## config.mk

```make
export PLATFORM = sky130hd
export DESIGN_NAME = mem_access_unit_flat
export DESIGN_NICKNAME = d
export VERILOG_FILES = /design/src/rtl/mem_pkg.sv /design/src/rtl/mem_access_unit_if.sv /design/src/rtl/mem_lane_align.sv /design/src/rtl/mem_access_unit.sv /design/src/flat_wrapper.sv
export SDC_FILE = /design/constraint.sdc
export NUM_CORES = 1
export LEC_CHECK = 0
export ABC_CLOCK_PERIOD_IN_PS = 4700
export CAP_MARGIN = 20
export CORE_UTILIZATION = 52
export DETAILED_ROUTE_END_ITERATION = 16
export PLACE_DENSITY = 0.88
export SYNTH_ARGS = -nofsm -noshare
export SYNTH_HDL_FRONTEND = slang
export SYNTH_SLANG_ARGS = --single-unit
export TNS_END_PERCENT = 50
```

## constraint.sdc

```tcl
create_clock -name clk -period 4.7 [get_ports clk]
set_input_delay 0.94 -clock clk [delete_from_list [all_inputs] [get_ports clk]]
set_output_delay 0.94 -clock clk [all_outputs]
set_load 0.005 [all_outputs]
```

## src/rtl/mem_pkg.sv

```systemverilog
// Shared definitions for the data-memory access path: access sizes, FSM states and
// big-endian lane helpers. Also imported by the CPU decoder.
package mem_pkg;

  localparam logic [1:0] SIZE_BYTE = 2'b00;
  localparam logic [1:0] SIZE_HALF = 2'b01;
  localparam logic [1:0] SIZE_WORD = 2'b10;
  localparam logic [1:0] SIZE_BAD  = 2'b11;

  localparam logic [31:0] LANE_MASK_BYTE = 32'h0000_00FF;
  localparam logic [31:0] LANE_MASK_HALF = 32'h0000_FFFF;
  localparam logic [31:0] LANE_MASK_WORD = 32'hFFFF_FFFF;

  typedef enum logic [1:0] {
    ST_IDLE  = 2'd0,
    ST_READ  = 2'd1,
    ST_WRITE = 2'd2,
    ST_RESP  = 2'd3
  } mem_state_e;

  // Request fields held for the duration of one access
  typedef struct packed {
    logic        we;
    logic [1:0]  size;
    logic        is_unsigned;
    logic [1:0]  lane;
    logic [31:0] wdata;
  } mem_req_t;

  // Big-endian: byte offset 0 lives in bits [31:24]
  function automatic logic [4:0] byte_shift(input logic [1:0] off);
    return {~off, 3'b000};
  endfunction

  function automatic logic [4:0] half_shift(input logic hi);
    return {~hi, 4'b0000};
  endfunction

endpackage

```

## src/rtl/mem_access_unit_if.sv

```systemverilog
// Pipeline request/response and datamemory port bundle for mem_access_unit.
interface mem_access_unit_if #(
  parameter int unsigned WADDR_W = 11
);
  logic               req_valid;
  logic               req_ready;
  logic               req_we;
  logic [1:0]         req_size;
  logic               req_unsigned;
  logic [31:0]        req_addr;
  logic [31:0]        req_wdata;
  logic               resp_valid;
  logic [31:0]        resp_rdata;
  logic               resp_err;
  logic [WADDR_W-1:0] mem_addr;
  logic [31:0]        mem_wdata;
  logic               mem_write;
  logic               mem_read;
  logic [31:0]        mem_rdata;

  modport master (
    output req_valid, req_we, req_size, req_unsigned, req_addr, req_wdata,
    input  req_ready, resp_valid, resp_rdata, resp_err
  );

  modport slave (
    input  req_valid, req_we, req_size, req_unsigned, req_addr, req_wdata, mem_rdata,
    output req_ready, resp_valid, resp_rdata, resp_err,
           mem_addr, mem_wdata, mem_write, mem_read
  );

  modport memory (
    input  mem_addr, mem_wdata, mem_write, mem_read,
    output mem_rdata
  );
endinterface

```

## src/rtl/mem_lane_align.sv

```systemverilog
// Big-endian lane extraction with sign/zero extension for loads, and lane merge
// of store data into an existing word for sub-word stores.
module mem_lane_align
  import mem_pkg::*;
(
  input  logic [31:0] word,
  input  logic [1:0]  off,
  input  logic [1:0]  size,
  input  logic        is_unsigned,
  input  logic [31:0] wdata,
  output logic [31:0] load_c,
  output logic [31:0] merge_c
);

  logic [4:0]  shift;
  logic [31:0] mask;
  logic [31:0] lane;

  always_comb begin
    shift = 5'd0;
    mask  = LANE_MASK_WORD;
    case (size)
      SIZE_BYTE: begin
        shift = byte_shift(off);
        mask  = LANE_MASK_BYTE;
      end
      SIZE_HALF: begin
        shift = half_shift(off[1]);
        mask  = LANE_MASK_HALF;
      end
      default: ;
    endcase

    lane = (word >> shift) & mask;

    case (size)
      SIZE_BYTE: load_c = is_unsigned ? lane : {{24{lane[7]}}, lane[7:0]};
      SIZE_HALF: load_c = is_unsigned ? lane : {{16{lane[15]}}, lane[15:0]};
      default:   load_c = word;
    endcase

    // Full-word mask with zero shift degenerates to plain wdata
    merge_c = (word & ~(mask << shift)) | ((wdata & mask) << shift);
  end

endmodule

```

## src/rtl/mem_access_unit.sv

```systemverilog
// Load/store initiator for the word-addressed datamemory: one request at a time,
// sub-word stores via read-modify-write, bad requests answered without memory access.
module mem_access_unit
  import mem_pkg::*;
#(
  parameter int unsigned WADDR_W   = 11,
  parameter logic [31:0] BASE_ADDR = 32'h0000_0000
) (
  input logic           clk,
  input logic           rst_n,
  mem_access_unit_if.slave bus
);

  localparam int unsigned SPAN_W = WADDR_W + 2;

  mem_state_e         state_q, state_d;
  mem_req_t           req_q, req_d;
  logic [WADDR_W-1:0] widx_q, widx_d;
  logic [31:0]        off;
  logic               bad_c;
  logic [31:0]        load_c, merge_c;

  logic               ready_d, rd_d, wr_d, rv_d, err_d;
  logic [WADDR_W-1:0] addr_d;
  logic [31:0]        wdata_d, rdata_d;

  assign off = bus.req_addr - BASE_ADDR;

  // Range check also catches addresses below BASE_ADDR through the wrap
  always_comb begin
    bad_c = (off >> SPAN_W) != 32'd0;
    case (bus.req_size)
      SIZE_HALF: bad_c = bad_c | off[0];
      SIZE_WORD: bad_c = bad_c | (off[1:0] != 2'b00);
      SIZE_BAD:  bad_c = 1'b1;
      default:   ;
    endcase
  end

  mem_lane_align u_align (
    .word        (bus.mem_rdata),
    .off         (req_q.lane),
    .size        (req_q.size),
    .is_unsigned (req_q.is_unsigned),
    .wdata       (req_q.wdata),
    .load_c      (load_c),
    .merge_c     (merge_c)
  );

  always_comb begin
    state_d = state_q;
    req_d   = req_q;
    widx_d  = widx_q;
    rdata_d = bus.resp_rdata;
    err_d   = bus.resp_err;

    case (state_q)
      ST_IDLE: begin
        if (bus.req_valid) begin
          req_d.we          = bus.req_we;
          req_d.size        = bus.req_size;
          req_d.is_unsigned = bus.req_unsigned;
          req_d.lane        = off[1:0];
          req_d.wdata       = bus.req_wdata;
          widx_d            = off[SPAN_W-1:2];
          if (bad_c) begin
            state_d = ST_RESP;
            rdata_d = 32'd0;
            err_d   = 1'b1;
          end else if (bus.req_we && (bus.req_size == SIZE_WORD)) begin
            state_d = ST_WRITE;
          end else begin
            state_d = ST_READ;
          end
        end
      end
      ST_READ: begin
        if (req_q.we) begin
          state_d = ST_WRITE;
        end else begin
          state_d = ST_RESP;
          rdata_d = load_c;
          err_d   = 1'b0;
        end
      end
      ST_WRITE: begin
        state_d = ST_RESP;
        rdata_d = 32'd0;
        err_d   = 1'b0;
      end
      default: state_d = ST_IDLE;
    endcase

    // Port outputs are registered versions of what the next state requires
    ready_d = (state_d == ST_IDLE);
    rd_d    = (state_d == ST_READ);
    wr_d    = (state_d == ST_WRITE);
    rv_d    = (state_d == ST_RESP);
    addr_d  = (rd_d || wr_d) ? widx_d : '0;
    wdata_d = 32'd0;
    if (wr_d) wdata_d = (state_q == ST_READ) ? merge_c : req_d.wdata;
  end

  always_ff @(posedge clk or negedge rst_n) begin
    if (!rst_n) begin
      state_q        <= ST_IDLE;
      req_q          <= '0;
      widx_q         <= '0;
      bus.req_ready  <= 1'b1;
      bus.resp_valid <= 1'b0;
      bus.resp_rdata <= 32'd0;
      bus.resp_err   <= 1'b0;
      bus.mem_addr   <= '0;
      bus.mem_wdata  <= 32'd0;
      bus.mem_write  <= 1'b0;
      bus.mem_read   <= 1'b0;
    end else begin
      state_q        <= state_d;
      req_q          <= req_d;
      widx_q         <= widx_d;
      bus.req_ready  <= ready_d;
      bus.resp_valid <= rv_d;
      bus.resp_rdata <= rdata_d;
      bus.resp_err   <= err_d;
      bus.mem_addr   <= addr_d;
      bus.mem_wdata  <= wdata_d;
      bus.mem_write  <= wr_d;
      bus.mem_read   <= rd_d;
    end
  end

endmodule
```

## src/flat_wrapper.sv

```systemverilog
// flat-port wrapper written by rule: the top's interface ports become plain ports
module mem_access_unit_flat import mem_pkg::*;
#(
  parameter int unsigned WADDR_W   = 11,
  parameter logic [31:0] BASE_ADDR = 32'h0000_0000
)
  (clk, rst_n, bus_req_valid, bus_req_we, bus_req_size, bus_req_unsigned, bus_req_addr, bus_req_wdata, bus_mem_rdata, bus_req_ready, bus_resp_valid, bus_resp_rdata, bus_resp_err, bus_mem_addr, bus_mem_wdata, bus_mem_write, bus_mem_read);
  mem_access_unit_if #(.WADDR_W(WADDR_W)) bus_i ();
  input logic clk;
  input logic rst_n;
  input wire logic [$bits(bus_i.req_valid)-1:0] bus_req_valid;
  input wire logic [$bits(bus_i.req_we)-1:0] bus_req_we;
  input wire logic [$bits(bus_i.req_size)-1:0] bus_req_size;
  input wire logic [$bits(bus_i.req_unsigned)-1:0] bus_req_unsigned;
  input wire logic [$bits(bus_i.req_addr)-1:0] bus_req_addr;
  input wire logic [$bits(bus_i.req_wdata)-1:0] bus_req_wdata;
  input wire logic [$bits(bus_i.mem_rdata)-1:0] bus_mem_rdata;
  output wire logic [$bits(bus_i.req_ready)-1:0] bus_req_ready;
  output wire logic [$bits(bus_i.resp_valid)-1:0] bus_resp_valid;
  output wire logic [$bits(bus_i.resp_rdata)-1:0] bus_resp_rdata;
  output wire logic [$bits(bus_i.resp_err)-1:0] bus_resp_err;
  output wire logic [$bits(bus_i.mem_addr)-1:0] bus_mem_addr;
  output wire logic [$bits(bus_i.mem_wdata)-1:0] bus_mem_wdata;
  output wire logic [$bits(bus_i.mem_write)-1:0] bus_mem_write;
  output wire logic [$bits(bus_i.mem_read)-1:0] bus_mem_read;
  assign bus_i.req_valid = bus_req_valid;
  assign bus_i.req_we = bus_req_we;
  assign bus_i.req_size = bus_req_size;
  assign bus_i.req_unsigned = bus_req_unsigned;
  assign bus_i.req_addr = bus_req_addr;
  assign bus_i.req_wdata = bus_req_wdata;
  assign bus_i.mem_rdata = bus_mem_rdata;
  assign bus_req_ready = bus_i.req_ready;
  assign bus_resp_valid = bus_i.resp_valid;
  assign bus_resp_rdata = bus_i.resp_rdata;
  assign bus_resp_err = bus_i.resp_err;
  assign bus_mem_addr = bus_i.mem_addr;
  assign bus_mem_wdata = bus_i.mem_wdata;
  assign bus_mem_write = bus_i.mem_write;
  assign bus_mem_read = bus_i.mem_read;
  mem_access_unit #(.WADDR_W(WADDR_W), .BASE_ADDR(BASE_ADDR)) u_core (.clk(clk), .rst_n(rst_n), .bus(bus_i));
endmodule
```

==> qor.csv, run 1 <==
metric,value,unit
status,completed,
"Worst Path Class, Setup",in2reg,
Clock Latency Late Sink,0.43,ns
Peak supply drop,0.0003546,V
critical-path cell with the highest stage delay,clkdlybuf4s50_1,
total track usage,31.49,%
Die Y,113.7,um
"non-filler cells, final",929,
"Core Util, Final",73.86,%
Fin Hold WS,0.4941,ns
Vias per Instance,6.042,
GR Overflow Total,0,
vias,5613,
Max-Cap Viols,0,
post-route DRC violation count,0,
Worst Path Arrival,3.84,ns
Pwr per Cell Area,692.9,mW/mm^2
leak pwr,3.941,nW
GPL Wtd Cong,0.9251,
Detailed Place HPWL,13960,um
layout net count,862,
synthesis-stage register bit count,131,
# IOs,183,
Post-Place Setup Slack,0.7924,ns
Clk pwr share,19.7,%
clock period minus worst slack,3.533,ns
initial antenna violation count,0,
Yosys cell types,55,
starting density of the core,53.60,%
Worst path max stage delay,0.49,ns
hold path depth,1,
sequential power share,31.5,%
iteration-0 DRC count of the detailed router,576,
# fillers,851,
placed cells,897,
synth top area cells,"dfrtp_1, mux2_2, nand2_1",
post-route total power,6.199,mW
R2R Path Start,u_core.state_q[1],
per-cell routed wire length,20.88,um
Sequential Area,0.003279,mm^2
"Area growth, synth to finish",37.82,%
Final period util,75.18,%
CP Launch Type,primary input,
Post-synth top cells,"dfrtp_1, nand2_1, mux2_2, nor2_1, o21ai_0",
row count,40,
Net Sw Power,2.382,mW
final WL,19400,um
PortBufs,182,
max frequency,283.0,MHz
post-route setup slack,1.167,ns
post-synthesis cell count,578,
H-tree depth,4,
clock slew at reported path FFs,0.06,ns
fraction of registers with async set or reset after synthesis,100.0,%
clk_skew,0.004919,ns
Worst R2R End,u_core.bus.mem_wdata[2],
CTS sink cnt,131,
Post-CTS Resized,0,
Post-Syn Area,0.006491,mm^2
chip width,113.7,um
unrepaired setup endpoints after global routing,no,
max-slew violations,0,
ANT cells,0,
P_int,3.816,mW
design area,0.008946,mm^2
Slew @ Worst Pin,1.043,ns
ys flop type,dfrtp_1,
register area share after synthesis,50.52,%
most common cell in the synthesized netlist,dfrtp_1,
min-delay src,u_core.bus.resp_rdata[31],
Tightest Hold Check Type,reg2reg,
DRT antenna net count,0,
cell depth of the worst flop-to-flop path,9,
Max-slew headroom,30.44,%
share of layout cells above drive strength 1,17.21,%
Synth Net Count,692,
clk buf depth,2,
crit end category,flip-flop,
root buffer cell,clkbuf_16,
"Hold Vio Cnt, Final",0,
top cell type's share of synthesized area,50.12,%
Syn. warnings,0,
die area,0.01293,mm^2
vias in the first global route,5686,
DR pass1 iterations,5,
largest net degree at the start of global routing,79,
sum of negative setup slack,0,ns
hold buffers post-CTS,0,
Reg2Reg Setup Slack,1.80,ns
clock buffer count from CTS,17,
Final setup viols,0,
Post-Place Cell Area,0.008394,mm^2
hold endpoint,u_core.bus.resp_rdata[31],
"EDFF count, synth",0,
"Setup Fix Bufs, Post-CTS",0,
core area,0.01211,mm^2
"CP delay by family, top",compound AO/OA/AOI/OAI gates,
CTS tree,yes,
multi-input logic area,0.002943,mm^2
worst path required time,5.01,ns
net switching share of the total power,38.43,%
Buf/Inv on CP,4,
top cell type by total area after synthesis,dfrtp_1,
worst-path cell chain,clkdlybuf4s50_1 -> inv_1 -> ha_1 -> a211oi_1 -> o311ai_1 -> o21ai_0 -> a31oi_1 -> o21bai_1 -> ha_1 -> buf_4 -> inv_1 -> a311oi_1,
first-pass GRT wire length,30310,um
Comb pwr share,48.8,%
Crit Path Max Fanout,18,
Syn Area/Cell,11.23,um^2
==> metal layers <==
layer,GRT usage (%),vias to the layer above,part of all wire (%)
li1,-,2446,-
met1,39.03,2763,39
met2,49.51,330,47
met3,9.458,74,9.6
met4,17.46,0,4.7
met5,0,-,0
==> worst max-delay path by stage <==
stage / start / endpoint / slack (ns) / depth (start not counted)
after global placement: bus_req_size[1] / u_core.bus.mem_wdata[4] / 1.02 / 12
after global routing: bus_req_size[0] / u_core.bus.mem_wdata[1] / 0.93 / 12
after detailed placement: bus_req_size[0] / u_core.bus.mem_wdata[1] / 0.79 / 12
after floorplan: bus_req_size[0] / u_core.bus.mem_wdata[6] / 1.75 / 11
final: bus_req_size[0] / u_core.bus.mem_wdata[2] / 1.17 / 12
after CTS: bus_req_size[0] / u_core.bus.mem_wdata[1] / 1.23 / 12
==> cells by family after synthesis <==
group	count (synthesis)	synth area share, %
AOI/OAI and AO/OA	139	16.44
adders and majority gates	11	2.120
buffers and inverters	60	4.510
DFF	131	50.52
muxes	88	16.35
and+or+nand+nor	149	10.06
==> power groups by stage <==
stage          Combinational, mW  Clock, mW  Sequential, mW
6_report                    3.02       1.22            1.95
5_1_grt                     3.28       1.28            2.00
4_1_cts                     3.01       1.23            1.94
3_5_place_dp                2.98          0            1.96
3_3_place_gp                2.86          0            1.93
2_1_floorplan               2.01          0            1.83
==> cells in the final DEF, fill, tap and decap left out, types with 5 or more instances in the layout <==
cell type          n
ha_1              10
o2111ai_1          8
a21oi_1           11
dfrtp_1          130
o211a_1            8
and2_1            12
a211oi_1           9
mux4_2             7
clkdlybuf4s50_1  181
o221ai_1           7
o21ai_0           30
o22a_1             7
a22oi_1           16
nor2_1            34
a22o_1             8
mux2_2            69
inv_1             19
clkinv_2           6
clkbuf_16         17
mux2i_1           10
a221oi_1           8
buf_4             10
clkbuf_8           5
nand2_1           71
nand3_1           19
a311oi_1           8
==> registers in the layout (all words and copies together) (netlist names) <==
name                   count
u_core.state_q             2
u_core.bus.resp_rdata     32
u_core.bus.mem_write       1
u_core.req_q              38
u_core.bus.mem_read        1
u_core.bus.resp_valid      1
u_core.bus.resp_err        1
u_core.widx_q             11
u_core.bus.mem_addr       11
u_core.bus.req_ready       1
u_core.bus.mem_wdata      32
==> cell type report <==
class	count	area share [%]
inverter	20	0.8392
clock inverter	9	0.6014
multi-input combinational	387	32.90
clock buffer	23	5.566
sequential	131	36.66
tap	168	2.350
timing repair buffer	191	21.09
Note: power is estimated with default switching activity, not from simulation.
==> run 2: changes to the inputs <==
--- a/config.mk
+++ b/config.mk
@@ -5,11 +5,11 @@
 export SDC_FILE = /design/constraint.sdc
 export NUM_CORES = 1
 export LEC_CHECK = 0
-export ABC_CLOCK_PERIOD_IN_PS = 4700
+export ABC_CLOCK_PERIOD_IN_PS = 3000
 export CAP_MARGIN = 20
-export CORE_UTILIZATION = 52
+export CORE_UTILIZATION = 44
 export DETAILED_ROUTE_END_ITERATION = 16
-export PLACE_DENSITY = 0.88
+export PLACE_DENSITY = 0.79
 export SYNTH_ARGS = -nofsm -noshare
 export SYNTH_HDL_FRONTEND = slang
 export SYNTH_SLANG_ARGS = --single-unit
==> constraint.sdc (replaced) <==
create_clock -name clk -period 3 [get_ports clk]
set_input_delay 0.6 -clock clk [delete_from_list [all_inputs] [get_ports clk]]
set_output_delay 0.6 -clock clk [all_outputs]
set_load 0.005 [all_outputs]
==> run 2 against run 1 <==
Non-clock buffer count grew 10. First-iteration DRC count shrank 33%. Worst setup slack got worse by 0.98 ns. Hold slack worse by 0.31 ns. Count of clock-buffer cells in the layout down 3. Sequential share of layout area fell by 0.87 points. Critical path depth unchanged. Final cell count up 2.8%. Combinational power grew 60%. Via count down 1.7%. Critical path type unchanged. Largest cell class unchanged. Largest power group unchanged.
==> qor.csv, run 2 (synthesized netlist as in run 1, its figures left out) <==
metric,value,unit
status,completed,
initial antenna violation count,0,
# IOs,183,
DR pass1 iterations,5,
placed cells,923,
max-slew violations,0,
row count,44,
leak pwr,4.036,nW
cell depth of the worst flop-to-flop path,5,
Clock Latency Late Sink,0.42,ns
Vias per Instance,5.776,
"Area growth, synth to finish",41.17,%
clk buf depth,2,
per-cell routed wire length,20.35,um
sum of negative setup slack,0,ns
"non-filler cells, final",955,
Max-Cap Viols,0,
die area,0.01524,mm^2
Post-Place Cell Area,0.008527,mm^2
hold buffers post-CTS,0,
Worst R2R End,u_core.bus.resp_rdata[29],
"Setup Fix Bufs, Post-CTS",0,
Detailed Place HPWL,14160,um
vias in the first global route,5844,
clock period minus worst slack,2.815,ns
layout net count,872,
Largest regs,"u_core.req_q x38, u_core.bus.mem_wdata x32, u_core.bus.resp_rdata x32",
"Hold Vio Cnt, Final",0,
Worst Path Arrival,3.12,ns
"Worst Path Class, Setup",in2reg,
ANT cells,0,
worst path required time,3.31,ns
"Most flops, register",u_core.req_q,
share of layout cells above drive strength 1,18.29,%
Peak supply drop,0.0006157,V
"most common cell after layout, fill and taps aside",clkdlybuf4s50_1,
clock slew at reported path FFs,0.06,ns
Pwr per Cell Area,1105,mW/mm^2
Max-slew headroom,47.10,%
final WL,19430,um
R2R Path Start,u_core.req_q[33],
Reg2Reg Setup Slack,0.48,ns
chip width,123.5,um
most frequent cells in the layout,"clkdlybuf4s50_1, dfrtp_1, nand2_1",
Final period util,93.82,%
largest net degree at the start of global routing,88,
post-route DRC violation count,0,
GPL Wtd Cong,0.8632,
design area,0.009164,mm^2
crit end category,flip-flop,
max reg flops,38,
Fin Hold WS,0.1828,ns
GR Overflow Total,0,
CTS sink cnt,131,
root buffer cell,clkbuf_16,
DRT antenna net count,0,
starting density of the core,44.83,%
clock buffer count from CTS,17,
vias,5516,
clk_skew,0.007490,ns
post-route total power,10.13,mW
Final setup viols,0,
max frequency,355.3,MHz
Crit Path Max Fanout,16,
CP Launch Type,primary input,
iteration-0 DRC count of the detailed router,388,
CTS tree,yes,
core area,0.01448,mm^2
Tightest Hold Check Type,in2async,
# fillers,1125,
Die Y,123.5,um
unrepaired setup endpoints after global routing,no,
PortBufs,182,
H-tree depth,4,
first-pass GRT wire length,30060,um
total track usage,26.72,%
Slew @ Worst Pin,0.7935,ns
Post-CTS Resized,0,
-- run 2: report_power, final --
group | internal, mW | switching [mW]
Combinational | 2.43 | 2.41
Sequential | 2.53 | 0.547
Clock | 1.44 | 0.777
-- run 2: area by class of cell --
type / instances / area, um^2 / area share, %
multi-input combinational: 387 / 2943 / 32.11
clock inverter: 12 / 180.2 / 1.966
inverter: 20 / 75.07 / 0.8192
clock buffer: 20 / 456.7 / 4.984
timing repair buffer: 201 / 1999 / 21.82
sequential: 131 / 3279 / 35.79
tap: 184 / 230.2 / 2.512
-- run 2: stage by stage --
stage               utilization [%]  worst slack (ns)
finish                        63.29            0.1854
global route                  63.29           0.01268
CTS                           63.29            0.2485
detailed placement            58.89           -0.1838
global placement              58.89          -0.01035
floorplan                         -            0.3893
-- run 2: worst max path at each step --
stage,from,endpoint,depth (start not counted)
5_1_grt,bus_req_size[0],u_core.bus.mem_wdata[13],12
2_1_floorplan,bus_req_size[0],u_core.bus.mem_wdata[6],11
3_3_place_gp,bus_req_size[0],u_core.bus.mem_addr[0],10
3_5_place_dp,bus_req_size[0],u_core.bus.mem_wdata[24],12
6_report,bus_req_size[1],u_core.bus.mem_wdata[4],12
4_1_cts,bus_req_size[0],u_core.bus.mem_wdata[24],12
-- run 2: metal layers --
layer / up-vias / share of wire, % / global-route usage [%]
met5: - / 0 / 0
met2: 273 / 47 / 42.88
met1: 2727 / 41 / 33.60
met4: 0 / 3.3 / 10.47
met3: 47 / 8.9 / 8.349
li1: 2469 / - / -
-- run 2: worst max-delay path, stage by stage --
cell	delay (ns)
clkdlybuf4s50_1	0.44
buf_4	0.15
ha_1	0.18
a211oi_1	0.25
o311ai_1	0.16
o21ai_0	0.25
a31oi_1	0.14
o21bai_1	0.21
ha_1	0.24
inv_1	0.08
buf_12	0.15
a311oi_1	0.25
